[src/rtl/mips_cpu_bus_arbiter_if.sv]
// Requester and Avalon-MM signals of the mips_cpu_bus arbiter.
// The master modport is the arbiter's view; slave is the requester/memory side.
interface mips_cpu_bus_arbiter_if;
    logic        i_req;
    logic [31:0] i_addr;
    logic        i_ack;
    logic [31:0] i_rdata;
    logic        d_req;
    logic        d_we;
    logic [31:0] d_addr;
    logic [31:0] d_wdata;
    logic [3:0]  d_be;
    logic        d_ack;
    logic [31:0] d_rdata;
    logic [31:0] address;
    logic        write;
    logic        read;
    logic        waitrequest;
    logic [31:0] writedata;
    logic [3:0]  byteenable;
    logic [31:0] readdata;
    logic        bus_error;

    modport master (
        input  i_req, i_addr, d_req, d_we, d_addr, d_wdata, d_be, waitrequest, readdata,
        output i_ack, i_rdata, d_ack, d_rdata, address, write, read, writedata,
        output byteenable, bus_error
    );

    modport slave (
        output i_req, i_addr, d_req, d_we, d_addr, d_wdata, d_be, waitrequest, readdata,
        input  i_ack, i_rdata, d_ack, d_rdata, address, write, read, writedata,
        input  byteenable, bus_error
    );
endinterface

[src/rtl/mips_cpu_bus_arbiter.sv]
// Round-robin arbiter sharing one Avalon-MM master between fetch and data ports,
// with registered outputs and a bounded-stall abort that sets a sticky error.
module mips_cpu_bus_arbiter #(
    parameter int unsigned MAX_WAIT = 1024,
    parameter int unsigned CNT_W    = 16
) (
    input  logic                   clk,
    input  logic                   reset,
    mips_cpu_bus_arbiter_if.master bus
);

    typedef enum logic [1:0] {
        S_IDLE = 2'd0,
        S_BUS  = 2'd1,
        S_RESP = 2'd2
    } state_t;

    localparam logic GNT_I = 1'b0;
    localparam logic GNT_D = 1'b1;

    state_t             state_q, state_d;
    logic [31:0]        address_q, address_d;
    logic [31:0]        writedata_q, writedata_d;
    logic [3:0]         byteenable_q, byteenable_d;
    logic               read_q, read_d;
    logic               write_q, write_d;
    logic               i_ack_q, i_ack_d;
    logic               d_ack_q, d_ack_d;
    logic [31:0]        i_rdata_q, i_rdata_d;
    logic [31:0]        d_rdata_q, d_rdata_d;
    logic               bus_error_q, bus_error_d;
    logic [CNT_W-1:0]   stall_cnt_q, stall_cnt_d;
    // last_grant also identifies the port owning the current transfer
    logic               last_grant_q, last_grant_d;

    // Next-state and next-output computation for the transfer FSM
    always_comb begin
        state_d      = state_q;
        address_d    = address_q;
        writedata_d  = writedata_q;
        byteenable_d = byteenable_q;
        read_d       = read_q;
        write_d      = write_q;
        i_ack_d      = 1'b0;
        d_ack_d      = 1'b0;
        i_rdata_d    = i_rdata_q;
        d_rdata_d    = d_rdata_q;
        bus_error_d  = bus_error_q;
        stall_cnt_d  = stall_cnt_q;
        last_grant_d = last_grant_q;

        case (state_q)
            S_IDLE: begin
                if (bus.i_req && (!bus.d_req || (last_grant_q == GNT_D))) begin
                    address_d    = {bus.i_addr[31:2], 2'b00};
                    byteenable_d = 4'b1111;
                    writedata_d  = 32'h0000_0000;
                    read_d       = 1'b1;
                    write_d      = 1'b0;
                    last_grant_d = GNT_I;
                    stall_cnt_d  = {CNT_W{1'b0}};
                    state_d      = S_BUS;
                end else if (bus.d_req) begin
                    address_d    = {bus.d_addr[31:2], 2'b00};
                    byteenable_d = bus.d_be;
                    writedata_d  = bus.d_wdata;
                    read_d       = !bus.d_we;
                    write_d      = bus.d_we;
                    last_grant_d = GNT_D;
                    stall_cnt_d  = {CNT_W{1'b0}};
                    state_d      = S_BUS;
                end else begin
                    state_d = S_IDLE;
                end
            end

            S_BUS: begin
                if (!bus.waitrequest) begin
                    read_d  = 1'b0;
                    write_d = 1'b0;
                    state_d = S_RESP;
                    if (last_grant_q == GNT_I) begin
                        i_rdata_d = bus.readdata;
                        i_ack_d   = 1'b1;
                    end else begin
                        if (!write_q) begin
                            d_rdata_d = bus.readdata;
                        end else begin
                            d_rdata_d = d_rdata_q;
                        end
                        d_ack_d = 1'b1;
                    end
                end else begin
                    stall_cnt_d = stall_cnt_q + CNT_W'(1);
                    if (stall_cnt_d == CNT_W'(MAX_WAIT)) begin
                        read_d      = 1'b0;
                        write_d     = 1'b0;
                        bus_error_d = 1'b1;
                        state_d     = S_RESP;
                        if (last_grant_q == GNT_I) begin
                            i_rdata_d = 32'h0000_0000;
                            i_ack_d   = 1'b1;
                        end else begin
                            d_rdata_d = 32'h0000_0000;
                            d_ack_d   = 1'b1;
                        end
                    end else begin
                        state_d = S_BUS;
                    end
                end
            end

            S_RESP: begin
                state_d = S_IDLE;
            end

            default: begin
                read_d  = 1'b0;
                write_d = 1'b0;
                state_d = S_IDLE;
            end
        endcase
    end

    // State and output registers; asynchronous reset drops strobes at once
    always_ff @(posedge clk or negedge reset) begin
        if (!reset) begin
            state_q      <= S_IDLE;
            address_q    <= 32'h0000_0000;
            writedata_q  <= 32'h0000_0000;
            byteenable_q <= 4'b0000;
            read_q       <= 1'b0;
            write_q      <= 1'b0;
            i_ack_q      <= 1'b0;
            d_ack_q      <= 1'b0;
            i_rdata_q    <= 32'h0000_0000;
            d_rdata_q    <= 32'h0000_0000;
            bus_error_q  <= 1'b0;
            stall_cnt_q  <= {CNT_W{1'b0}};
            last_grant_q <= GNT_D;
        end else begin
            state_q      <= state_d;
            address_q    <= address_d;
            writedata_q  <= writedata_d;
            byteenable_q <= byteenable_d;
            read_q       <= read_d;
            write_q      <= write_d;
            i_ack_q      <= i_ack_d;
            d_ack_q      <= d_ack_d;
            i_rdata_q    <= i_rdata_d;
            d_rdata_q    <= d_rdata_d;
            bus_error_q  <= bus_error_d;
            stall_cnt_q  <= stall_cnt_d;
            last_grant_q <= last_grant_d;
        end
    end

    assign bus.address    = address_q;
    assign bus.writedata  = writedata_q;
    assign bus.byteenable = byteenable_q;
    assign bus.read       = read_q;
    assign bus.write      = write_q;
    assign bus.i_ack      = i_ack_q;
    assign bus.d_ack      = d_ack_q;
    assign bus.i_rdata    = i_rdata_q;
    assign bus.d_rdata    = d_rdata_q;
    assign bus.bus_error  = bus_error_q;

endmodule

[src/flat_wrapper.sv]
// flat-port wrapper written by rule: the top's interface ports become plain ports
module mips_cpu_bus_arbiter_flat 
#(
    parameter int unsigned MAX_WAIT = 1024,
    parameter int unsigned CNT_W    = 16
)
  (clk, reset, bus_i_req, bus_i_addr, bus_d_req, bus_d_we, bus_d_addr, bus_d_wdata, bus_d_be, bus_waitrequest, bus_readdata, bus_i_ack, bus_i_rdata, bus_d_ack, bus_d_rdata, bus_address, bus_write, bus_read, bus_writedata, bus_byteenable, bus_bus_error);
  mips_cpu_bus_arbiter_if bus_i ();
  input  logic clk;
  input  logic reset;
  input wire logic [$bits(bus_i.i_req)-1:0] bus_i_req;
  input wire logic [$bits(bus_i.i_addr)-1:0] bus_i_addr;
  input wire logic [$bits(bus_i.d_req)-1:0] bus_d_req;
  input wire logic [$bits(bus_i.d_we)-1:0] bus_d_we;
  input wire logic [$bits(bus_i.d_addr)-1:0] bus_d_addr;
  input wire logic [$bits(bus_i.d_wdata)-1:0] bus_d_wdata;
  input wire logic [$bits(bus_i.d_be)-1:0] bus_d_be;
  input wire logic [$bits(bus_i.waitrequest)-1:0] bus_waitrequest;
  input wire logic [$bits(bus_i.readdata)-1:0] bus_readdata;
  output wire logic [$bits(bus_i.i_ack)-1:0] bus_i_ack;
  output wire logic [$bits(bus_i.i_rdata)-1:0] bus_i_rdata;
  output wire logic [$bits(bus_i.d_ack)-1:0] bus_d_ack;
  output wire logic [$bits(bus_i.d_rdata)-1:0] bus_d_rdata;
  output wire logic [$bits(bus_i.address)-1:0] bus_address;
  output wire logic [$bits(bus_i.write)-1:0] bus_write;
  output wire logic [$bits(bus_i.read)-1:0] bus_read;
  output wire logic [$bits(bus_i.writedata)-1:0] bus_writedata;
  output wire logic [$bits(bus_i.byteenable)-1:0] bus_byteenable;
  output wire logic [$bits(bus_i.bus_error)-1:0] bus_bus_error;
  assign bus_i.i_req = bus_i_req;
  assign bus_i.i_addr = bus_i_addr;
  assign bus_i.d_req = bus_d_req;
  assign bus_i.d_we = bus_d_we;
  assign bus_i.d_addr = bus_d_addr;
  assign bus_i.d_wdata = bus_d_wdata;
  assign bus_i.d_be = bus_d_be;
  assign bus_i.waitrequest = bus_waitrequest;
  assign bus_i.readdata = bus_readdata;
  assign bus_i_ack = bus_i.i_ack;
  assign bus_i_rdata = bus_i.i_rdata;
  assign bus_d_ack = bus_i.d_ack;
  assign bus_d_rdata = bus_i.d_rdata;
  assign bus_address = bus_i.address;
  assign bus_write = bus_i.write;
  assign bus_read = bus_i.read;
  assign bus_writedata = bus_i.writedata;
  assign bus_byteenable = bus_i.byteenable;
  assign bus_bus_error = bus_i.bus_error;
  mips_cpu_bus_arbiter #(.MAX_WAIT(MAX_WAIT), .CNT_W(CNT_W)) u_core (.clk(clk), .reset(reset), .bus(bus_i));
endmodule
[config.mk]
export PLATFORM = sky130hd
export DESIGN_NAME = mips_cpu_bus_arbiter_flat
export DESIGN_NICKNAME = d
export VERILOG_FILES = /design/src/rtl/mips_cpu_bus_arbiter_if.sv /design/src/rtl/mips_cpu_bus_arbiter.sv /design/src/flat_wrapper.sv
export SDC_FILE = /design/constraint.sdc
export NUM_CORES = 1
export LEC_CHECK = 0
export ABC_AREA = 1
export BUFFER_PORTS_ARGS = -buffer_cell sky130_fd_sc_hd__buf_2
export CORE_UTILIZATION = 49
export CTS_CLUSTER_DIAMETER = 40
export CTS_CLUSTER_SIZE = 8
export DETAILED_ROUTE_END_ITERATION = 12
export GPL_TIMING_DRIVEN = 0
export PLACE_DENSITY = 0.81
export SLEW_MARGIN = 20
export SYNTH_ARGS = -nofsm -noshare
export SYNTH_HDL_FRONTEND = slang
export SYNTH_SLANG_ARGS = --single-unit
export TNS_END_PERCENT = 50
[constraint.sdc]
create_clock -name clk -period 5.6 [get_ports clk]
set_input_delay 1.12 -clock clk [delete_from_list [all_inputs] [get_ports clk]]
set_output_delay 1.12 -clock clk [all_outputs]
set_load 0.01 [all_outputs]
==> flow_summary.toml <==
[status]
outcome = "complete, no violations"

[timing]
report.final.setup_viol = 0
rsz_0062_raised_after_global_routing = "false"
timing.slew.headroom = 0.520
finalHoldViolCount = 0
final_period_minus_worst_setup_slack_ns = 2.64
worst_slew_pin_slew_ns = 0.717
maxSlewViolCount = 0
layout_worst_path_cycle_share = 0.472
clock_skew_ns = 0.0111
fin_tns_setup_ns = 0
max_freq_mhz = 378

[worst_hold_path]
hold_end = "u_core.bus.read"
timing.hold.worst.start = "u_core.bus.read"
holdPathStages = 2
holdCritPathClass = "reg -> reg"

[yosys]
avgSynthCellArea_um2 = 8.60
synth.top_cells.by_area = "sky130_fd_sc_hd__dfrtp_1 56%, sky130_fd_sc_hd__nand2_1 12%, sky130_fd_sc_hd__nand4_1 6.2%, sky130_fd_sc_hd__o21ai_0 5.3%, sky130_fd_sc_hd__nor2_1 4.8%"
synth.largest_area_cell = "sky130_fd_sc_hd__dfrtp_1"
mappedNetlistArea_um2 = 6880
seq_area_frac_synth = 0.560
synth.yosys.warnings = 0
yosys_register_bits = 154
ys_types = 30
synthCells = 800
yosysTopAreaCellShare = 0.556

[global_route]
initial_antenna_violation_count = 0
global_route_wire_length_before_repair_mm = 32.0
overflow = 0
grt_max_degree = 91
grt_pass1_vias = 6335
globalRouteTotalUtil = 0.286

[power_and_ir_drop]
total_power_mw = 4.75
max-vdd-ir-drop_v = 0.000297
pwr_density_nw_per_um2 = 524
power_leakage_nw = 4.95

[setup_path]
reg2reg_depth = 13
critPathMaxStageDelay_ns = 0.63
setup.worst_path.end_class = "flip-flop"
timing.critical_path.cells = "buf_2 > clkinv_1 > nor2_1 > inv_1 > nand2_1 > buf_2 > o22ai_1"
timing.critical_path.arrival_ns = 2.92
cp_max_fo = 10
r2r_slack_ns = 3.20
regToRegStartpoint = "u_core.stall_cnt_q[0]"
cp_data_required_time_ns = 5.88
path_common_cell = "sky130_fd_sc_hd__buf_2"
crit-reg2reg-capture = "u_core.bus.d_rdata[23]"
path_class = "in -> reg"
worst_setup_path_start_kind = "input pin"
timing.critical_path.slowest_stage_cell = "sky130_fd_sc_hd__nor2_1"

[drt]
vias_per_cell = 5.31
postRouteAntennaNets = 0
number_of_detailed_routing_iterations_run_before_antenna_repair = 5
routed_wire_length_per_instance_um = 15.7
postRouteWirelength_mm = 20.1
drt_initial_violations = 473
drcViolationCount = 0
total_via_count_in_the_routed_design = 6778

[cts]
clockBufferDepth = 2
tritoncts_num_sinks = 154
cts_max_level = 4
cts_hold_repair.buffers = 0
post-cts-setup-buffer-count = 0
total_cts_buffers = 17
cts.root.buffer_cell = "sky130_fd_sc_hd__clkbuf_16"
post_cts_resize_count = 0
clk-insertion-delay-late_ns = 0.43
cts_tree = "done"
cts.clk_slew.worst_paths_ns = 0.06

[final_layout]
layout_common_cells = "277 x sky130_fd_sc_hd__buf_2, 222 x sky130_fd_sc_hd__nand2_1, 153 x sky130_fd_sc_hd__dfrtp_1"
final_common_cell = "sky130_fd_sc_hd__buf_2"
finalCoreUtilization = 0.674
postLayoutCellArea_um2 = 9070
drive_above_1_share = 0.296
area_growth_syn_to_layout_pct = 31.8
fin_cells = 1277
num-nets-final = 1228
antennaDiodeCount = 0
fill_cells = 1149

[die]
die_x_um = 121
floorplan.io_pins = 275
core_region_area_um2 = 13500
floorplan.initialDensity = 0.512
rows = 42
die_h_um = 121
die_area_um2 = 14500

[run]
maxCapViolations = 0

[place]
placed_area_um2 = 8480
dp_cells = 1245
place.detailed.hpwl_mm = 14.7
port_buffers = 267
finalWeightedCongestion = 0.899
[stage by stage]
step / hold slack [ns] / setup slack (ns)
6_report: 0.464 / 2.96
4_1_cts: 0.470 / 2.95
3_3_place_gp: 0.450 / 1.12
2_1_floorplan: 0.506 / 3.18
3_5_place_dp: 0.454 / 2.51
5_1_grt: 0.489 / 2.72
[where the power goes]
part	internal (mW)	total, mW	switching, mW
sequential	1.56	1.81	0.251
combinational	0.662	1.80	1.14
clock	0.689	1.14	0.454
[state kept, by name, summed over array words and instances, names as in the netlist]
register and cells:
u_core.bus.address 30, u_core.bus.bus_error 1, u_core.bus.byteenable 4, u_core.bus.d_ack 1
u_core.bus.d_rdata 32, u_core.bus.i_ack 1, u_core.bus.i_rdata 32, u_core.bus.read 1
u_core.bus.write 1, u_core.bus.writedata 32, u_core.last_grant_q 1, u_core.stall_cnt_q 16
u_core.state_q 2
[cells in the mapped netlist]
| library cell | instances |
|---|---|
| sky130_fd_sc_hd__and3_1 | 1 |
| sky130_fd_sc_hd__dfrtp_1 | 153 |
| sky130_fd_sc_hd__nand4_1 | 68 |
| sky130_fd_sc_hd__nand2_1 | 222 |
| sky130_fd_sc_hd__o21ai_2 | 1 |
| sky130_fd_sc_hd__conb_1 | 1 |
| sky130_fd_sc_hd__nand2_4 | 1 |
| sky130_fd_sc_hd__nand3_2 | 4 |
| sky130_fd_sc_hd__nor2_1 | 88 |
| sky130_fd_sc_hd__buf_2 | 11 |
| sky130_fd_sc_hd__a22o_1 | 32 |
| sky130_fd_sc_hd__o21bai_1 | 2 |
| sky130_fd_sc_hd__buf_4 | 2 |
| sky130_fd_sc_hd__clkbuf_1 | 39 |
| sky130_fd_sc_hd__nand2_2 | 2 |
| sky130_fd_sc_hd__xnor2_1 | 1 |
| sky130_fd_sc_hd__nand3_1 | 14 |
| sky130_fd_sc_hd__nor2_2 | 2 |
| sky130_fd_sc_hd__a21oi_1 | 3 |
| sky130_fd_sc_hd__o21ai_0 | 73 |
| sky130_fd_sc_hd__xor2_1 | 1 |
| sky130_fd_sc_hd__o21bai_2 | 1 |
| sky130_fd_sc_hd__dfstp_2 | 1 |
| sky130_fd_sc_hd__inv_1 | 61 |
| sky130_fd_sc_hd__o22a_1 | 4 |
| sky130_fd_sc_hd__clkinv_1 | 1 |
| sky130_fd_sc_hd__inv_2 | 1 |
| sky130_fd_sc_hd__o22ai_1 | 7 |
| sky130_fd_sc_hd__ha_1 | 2 |
| sky130_fd_sc_hd__nor2_4 | 1 |
[worst max path at each step]
stage                                from                  endpoint  cells past startpoint
after floorplan           bus_waitrequest    u_core.stall_cnt_q[12]                      7
after global placement              reset  u_core.bus.byteenable[1]                      1
after detailed placement  bus_waitrequest    u_core.stall_cnt_q[12]                      7
after CTS                 bus_waitrequest    u_core.stall_cnt_q[14]                      7
after global routing      bus_waitrequest    u_core.stall_cnt_q[14]                      7
final                     bus_waitrequest    u_core.stall_cnt_q[14]                      7
[area by class of cell]
class | instances | area, um^2 | share of cell area
Inverter | 63 | 236 | 0.0261
Buffer | 52 | 216 | 0.0239
Tap cell | 176 | 220 | 0.0243
Sequential cell | 154 | 3850 | 0.425
Clock buffer | 21 | 470 | 0.0519
Timing Repair Buffer | 268 | 1370 | 0.151
Multi-Input combinational cell | 532 | 2580 | 0.284
Clock inverter | 11 | 120 | 0.0132
[worst max-delay path: cells and delay by family]
family	cells	cell delay [ns]
buffers and inverters	4	0.83
AOI/OAI and AO/OA	1	0.11
and+or+nand+nor	2	0.85
[logic make-up after synthesis]
kind of cell               Yosys count  synth area share
and+or+nand+nor                    403             0.255
xor gates and xnor gates             2           0.00255
AOI/OAI and AO/OA                  123             0.113
buffers and inverters              115            0.0658
DFF                                154             0.560
adders and majority gates            2           0.00364
other                                1          0.000545
[metal layers]
metal	wire [um]	vias up	track usage
li1	-	3227	-
met1	8490	3233	0.376
met2	9750	268	0.453
met3	1260	50	0.0679
met4	588	0	0.123
met5	0	-	0
Power figures use the tool's default switching activity.
